--- src/rtl/div.sv ---
// div: sequential 16-by-8 unsigned restoring divider, one quotient bit per clock.
// Latency: 16 busy cycles for a nonzero divisor and 1 cycle for a zero divisor. Results are loaded on the edge where busy_o falls.
// Backpressure: start_i is accepted only while busy_o=0 and is ignored otherwise. Results hold until the next operation completes.
//
// Ports:
//   clk_i    clock, rising edge
//   rst_i    asynchronous active-high reset; aborts any operation in flight
//   a_bi     dividend [15:0], sampled when a start is accepted
//   b_bi     divisor  [7:0],  sampled when a start is accepted
//   start_i  operation request
//   busy_o   high while an operation is in progress (decoded from state)
//   q_bo     registered quotient [15:0]
//   r_bo     registered remainder [7:0]
//   dbz_o    registered divide-by-zero flag of the last completed operation
module div (
  input  logic        clk_i,
  input  logic        rst_i,
  input  logic [15:0] a_bi,
  input  logic [7:0]  b_bi,
  input  logic        start_i,
  output logic        busy_o,
  output logic [15:0] q_bo,
  output logic [7:0]  r_bo,
  output logic        dbz_o
);

  typedef enum logic {IDLE, WORK} state_t;

  state_t      state_q, state_d;
  logic [15:0] dvd_q, dvd_d;    // dividend shift register, MSB consumed each step
  logic [7:0]  dvs_q, dvs_d;    // latched divisor
  logic [7:0]  rem_q, rem_d;    // partial remainder
  logic [15:0] quo_q, quo_d;    // quotient shift register
  logic [3:0]  cnt_q, cnt_d;    // steps remaining minus one
  logic        zdiv_q, zdiv_d;  // latched divisor was zero
  logic [15:0] q_q, q_d;
  logic [7:0]  r_q, r_d;
  logic        dbz_q, dbz_d;

  // One restoring step. The partial remainder is always below the divisor,
  // so it fits in 8 bits between steps. Only the trial value t needs a
  // ninth bit for the compare. When t >= divisor, the difference is below
  // the divisor, so an 8-bit subtract of the low bits is exact.
  logic [8:0]  t;
  logic        ge;
  logic [7:0]  diff;
  logic [7:0]  rem_nxt;
  logic [15:0] quo_nxt;

  always_comb begin
    t       = {rem_q, dvd_q[15]};
    ge      = (t >= {1'b0, dvs_q});
    diff    = t[7:0] - dvs_q;
    rem_nxt = ge ? diff : t[7:0];
    quo_nxt = {quo_q[14:0], ge};
  end

  always_comb begin
    state_d = state_q;
    dvd_d   = dvd_q;
    dvs_d   = dvs_q;
    rem_d   = rem_q;
    quo_d   = quo_q;
    cnt_d   = cnt_q;
    zdiv_d  = zdiv_q;
    q_d     = q_q;
    r_d     = r_q;
    dbz_d   = dbz_q;
    case (state_q)
      IDLE: begin
        if (start_i) begin
          dvd_d   = a_bi;
          dvs_d   = b_bi;
          rem_d   = '0;
          quo_d   = '0;
          cnt_d   = 4'd15;
          zdiv_d  = (b_bi == 8'd0);
          state_d = WORK;
        end
      end
      WORK: begin
        if (zdiv_q) begin
          // Zero divisor: no iterations. Report all-ones and the low dividend byte.
          q_d     = 16'hFFFF;
          r_d     = dvd_q[7:0];
          dbz_d   = 1'b1;
          state_d = IDLE;
        end else begin
          rem_d = rem_nxt;
          quo_d = quo_nxt;
          dvd_d = {dvd_q[14:0], 1'b0};
          cnt_d = cnt_q - 4'd1;
          if (cnt_q == 4'd0) begin
            q_d     = quo_nxt;
            r_d     = rem_nxt;
            dbz_d   = 1'b0;
            state_d = IDLE;
          end
        end
      end
      default: state_d = IDLE;
    endcase
  end

  always_ff @(posedge clk_i or posedge rst_i) begin
    if (rst_i) begin
      state_q <= IDLE;
      dvd_q   <= '0;
      dvs_q   <= '0;
      rem_q   <= '0;
      quo_q   <= '0;
      cnt_q   <= '0;
      zdiv_q  <= 1'b0;
      q_q     <= '0;
      r_q     <= '0;
      dbz_q   <= 1'b0;
    end else begin
      state_q <= state_d;
      dvd_q   <= dvd_d;
      dvs_q   <= dvs_d;
      rem_q   <= rem_d;
      quo_q   <= quo_d;
      cnt_q   <= cnt_d;
      zdiv_q  <= zdiv_d;
      q_q     <= q_d;
      r_q     <= r_d;
      dbz_q   <= dbz_d;
    end
  end

  assign busy_o = (state_q == WORK);
  assign q_bo   = q_q;
  assign r_bo   = r_q;
  assign dbz_o  = dbz_q;

endmodule

--- config.mk ---
export PLATFORM = sky130hd
export DESIGN_NAME = div
export DESIGN_NICKNAME = d
export VERILOG_FILES = /design/src/rtl/div.sv
export SDC_FILE = /design/constraint.sdc
export NUM_CORES = 1
export LEC_CHECK = 0
export BUFFER_PORTS_ARGS = -buffer_cell sky130_fd_sc_hd__buf_2
export CAP_MARGIN = 20
export CORE_MARGIN = 3
export CORE_UTILIZATION = 56
export CTS_CLUSTER_DIAMETER = 80
export DETAILED_ROUTE_END_ITERATION = 8
export GPL_TIMING_DRIVEN = 0
export HOLD_SLACK_MARGIN = 0.02
export PLACE_DENSITY = 0.78
export SLEW_MARGIN = 25
export SYNTH_ARGS = -nofsm -noshare
export SYNTH_HDL_FRONTEND = slang
export SYNTH_SLANG_ARGS = --single-unit
--- constraint.sdc ---
create_clock -name clk_i -period 2.4 [get_ports clk_i]
set_input_delay 0.24 -clock clk_i [delete_from_list [all_inputs] [get_ports clk_i]]
set_output_delay 0.24 -clock clk_i [all_outputs]
set_load 0.005 [all_outputs]
== After elaboration in Yosys (flattened, before gate mapping) ==
Cells that the tools add are included.
Storage, ports and cells
  register bits: 78
  output and inout port bits: 26
  logic and storage cells: 45
Operators by class
  $add $sub $neg: 2
  order comparisons: 1
  eq/ne operators: 2
  multiplexer cells: 23
  bitwise logic cells: 1
  reduce and logical (&&, ||, !) cells: 6
Operator list (number)
  $mux 16: 4
  $mux 8: 5
  $pmux 16 s2: 1
  $mux 15: 2
  $pmux 15 s2: 1
  $pmux 8 s2: 1
  $ge 9x8->1: 1
  $logic_not 8->1: 1
  $mux 4: 2
  $pmux 4 s2: 1
  $sub 8x8->8: 1
  $reduce_and 2->1: 3
  $mux 1: 5
  $logic_not 4->1: 1
  $ne 2x2->1 const B: 2
  $sub 4x1->4 const B: 1
  $pmux 1 s2: 1
  $reduce_bool 2->1: 1
  $not 1->1: 1

== Depth between registers and ports, before layout ==
  depth after elaboration: 4
  mapped depth: 9

== Least setup slack after synthesis ==
Ideal clock, no wire load.
  path kind: flip-flop to flip-flop
  from: register dvd_q[15]
  to: register r_q[6] (netlist: r_bo[6])
  arrival time: 1.801 ns
  data required time: 2.270 ns
  setup slack: 0.470 ns
  stages on the path, launching flop included: 10
  path buffers: 0
  period minus slack after synthesis: 1.930 ns
  cell sequence: dfrtp_1 inv_1 ha_1 inv_1 fa_1 a211oi_1 or4b_1 o2111ai_1 mux2i_1 a21oi_1
On the way
  cells in the longest elaborated chain, start to end: 4
  elaborated cells between the ends (all ways): 5
  those cells by class: add/sub (1); order compare (1); mux (3)
RTL lines
  from (decl): line 30  | logic [15:0] dvd_q, dvd_d;
  from (signal assigned): line 119  | dvd_q <= dvd_d;
  $sub 8x8->8 or $ge 9x8->1 (tied branches): line 53, 52
  $mux 8 *: line 54  | rem_nxt = ge ? diff : t[7:0];
  $mux 8 *: line 93  | if (cnt_q == 4'd0) begin
  $mux 8 *: line 82  | if (zdiv_q) begin
  to (signal assigned): line 126  | r_q <= r_d;
  to (decl): line 37  | logic [7:0] r_q, r_d;
Mark *: on every way between the ends. The rest lies on a longest branch, timed or not. The select of a mux whose other input is x is not followed.
A chain may end at the register's enable or synchronous reset.

== Worst setup path after layout ==
Same ends and word-level chain as after synthesis.

==> results.ini <==
[outcome]
status = finished, final reports clean

[power]
cellPowerDensity_mw_per_mm2 = 1580
p_switching_mw = 2.61
sw_frac_of_total_pct = 39.9
p_clk_share_pct = 16.7
ir_drop_mv = 0.827
combPwrFrac_pct = 46.7
leakage_nw = 1.96
p_seq_share_pct = 36.6
p_int_mw = 3.94

[critical_path]
critPathMaxFanout = 4
cp.arrival_ps = 2430
startpoint_type = flop
criticalPathCategory = reg -> reg
crit_required_ps = 2630
endpoint_kind = flop

[timing]
fmax_mhz = 454
slew_headroom_pct = 66.5
setup_ws_ps = 198
setup-violations-final = 0
slew_violations = 0
grt_setup_unrepaired = no
fin_worst_skew_ps = 11.7
timing.final.crit_share_pct = 91.7
hold_viol = 0
worstMarginPinSlew_ps = 503
fin_crit_ps = 2200
hold_slack_ps = 103

[placed_design]
gp_congestion = 0.825
placed_cells = 453
dp_worst_setup_slack_ps = 136
dp_hpwl_um = 5600
port_buffers = 52
dpl_cell_area_sq_mm = 0.00391

[global_route]
grt_max_degree = 41
grt_pass1_vias = 2769
grt_first_pass_wirelength_um = 13200
grt_usage_pct = 23.1
antenna_found_initial = 0
grt-ovfl-total = 0

[clocking]
clock_latency_ps = 360
cts_tree = done
cts_inserted_buffers = 9
clock-sinks = 78
ctsLongestPathBuffers = 2
clk_pin_slew_worst_paths_ps = 80
htreeDepth = 3
cts_root_buf = clkbuf_8

[finish]
utilization_pct = 68.9
fin_area_sq_mm = 0.00415
area_delta_synth_final_pct = 17.3
drive_gt1_share_pct = 21.3
layout.cells.non_filler = 470
nets = 427
diodes = 0

[detailed_routing]
drtIter0Drc = 109
routed_wl_um = 7750
drc = 0
ant_nets = 0
wire_per_inst_um = 16.5
drtPass1Iterations = 4
vias = 2698
via_per_inst = 5.74

[synth]
yosys.area.top_type_share_pct = 55.2
netlist_top_cells_area = dfrtp_1 (55%), mux2i_1 (5.9%), nand2_1 (4.5%), a22o_1 (4.0%), o22a_1 (4.0%)
yosysMostFrequentCell = dfrtp_1
syn_area_per_cell_sq_um = 10.9
yosysWarningCount = 0
ys_top_cells_by_count = dfrtp_1 (78), nand2_1 (42), o21ai_1 (24), mux2i_1 (21)
synth_top_area_cell = dfrtp_1
ys.flop_type = dfrtp_1
synth-edff-count = 0
ys_ff_latch = 78
synth_nets = 362
synth_cells = 325
synth_area_sq_mm = 0.00354
synth.yosys.seq_area_share_pct = 55.2
async_flop_share_pct = 100
synth_cell_types = 42

[floorplan]
dieArea_sq_mm = 0.00731
die_x_um = 85.5
initial_utilization_pct = 58.7
die_h_um = 85.5
core_sq_mm = 0.00603
pin_count = 53
rows = 28

[min_path]
worst_hold_path_type = in -> reg

[flow_run]
cap_viol_max_count = 0

==> sequential cells by signal, indices dropped and copies added, names as in the netlist <==
signal and flops:
busy_o 1, cnt_q 4, dbz_o 1, dvd_q 16, dvs_q 8, q_bo 16
quo_q 15, r_bo 8, rem_q 8, zdiv_q 1
==> power groups by stage <==
| stage | Sequential (mW) | Clock [mW] | Combinational (mW) |
|---|---|---|---|
| after floorplan | 2.33 | 0 | 2.24 |
| after global placement | 2.39 | 0 | 2.92 |
| after detailed placement | 2.41 | 0 | 3.04 |
| after CTS | 2.40 | 1.11 | 3.05 |
| after global routing | 2.48 | 1.17 | 3.43 |
| final | 2.40 | 1.09 | 3.06 |
==> worst paths after layout <==
check                                       from              endpoint  slack, ps  depth (start not counted)
min reg2reg                 q_bo[14]$_DFFE_PP0P_  q_bo[14]$_DFFE_PP0P_        490                          1
min in group asynchronous                  rst_i   q_bo[8]$_DFFE_PP0P_        460                          3
max                        dvd_q[15]$_DFFE_PP0P_   r_bo[6]$_DFFE_PP0P_        200                          9
max in group asynchronous                  rst_i  rem_q[3]$_DFFE_PP0P_       1360                          4
min                                      b_bi[7]  dvs_q[7]$_DFFE_PP0P_        100                          3
max reg2reg                dvd_q[15]$_DFFE_PP0P_   r_bo[6]$_DFFE_PP0P_        200                          9
==> worst max-delay path, cell delays in order (launching register included) <==
cell	delay, ps
dfrtp_1	390
inv_1	80
ha_1	200
inv_1	70
fa_1	420
a211oi_2	270
or4b_1	160
o2111ai_1	110
mux2i_1	260
a21oi_1	120
==> routing by layer <==
metal	vias to the layer above	track usage [%]	routed length, um
met2	58	35.6	3580
met4	0	7.77	104
li1	1298	-	-
met1	1329	32.5	3720
met3	13	5.53	340
met5	-	0	0
==> layout by cell type, fill, tap and decap left out, types with 8 or more instances in the layout <==
cell,count
dfrtp_1,78
inv_1,15
nor2_1,9
clkbuf_1,11
nand2_1,42
o21ai_0,13
a22o_1,16
mux2i_1,21
buf_2,59
o22a_1,16
clkbuf_8,9
ha_1,9
a21oi_1,8
o21ai_1,24
==> cell families (layout without fill, tap and decap cells) <==
family / Yosys count / count (layout) / share of synthesized area, %
AOI/OAI and AO/OA: 102 / 102 / 20.1
xor gates and xnor gates: 6 / 6 / 1.49
adders and majority gates: 10 / 10 / 3.75
buffers and inverters: 34 / 104 / 3.96
DFF: 78 / 78 / 55.2
muxes: 21 / 21 / 5.94
and+or+nand+nor: 74 / 74 / 9.59
==> final cells by class <==
| class | count | area [sq um] |
|---|---|---|
| clock buffer | 10 | 128 |
| multi-input combinational | 213 | 1450 |
| tap | 75 | 93.8 |
| clock inverter | 6 | 93.8 |
| timing repair buffer | 54 | 290 |
| fill | 472 | 1880 |
| inverter | 16 | 62.6 |
| sequential | 78 | 1950 |
| buffer | 18 | 80.1 |
==> metrics by stage <==
step / power, mW / setup TNS, ps
after global routing: 7.08 / 0
after CTS: 6.56 / 0
after detailed placement: 5.46 / 0
final: 6.56 / 0
after global placement: 5.31 / -55370
after floorplan: 4.57 / 0
==> what timing repair did <==
action	4_1_cts	5_1_grt
buffers inserted	0	0
hold buffers	1	0
hold endpoints to repair	38	0
setup endpoints to repair	0	4
resized for setup	0	1
No activity file was read; power rests on OpenSTA's default activity.
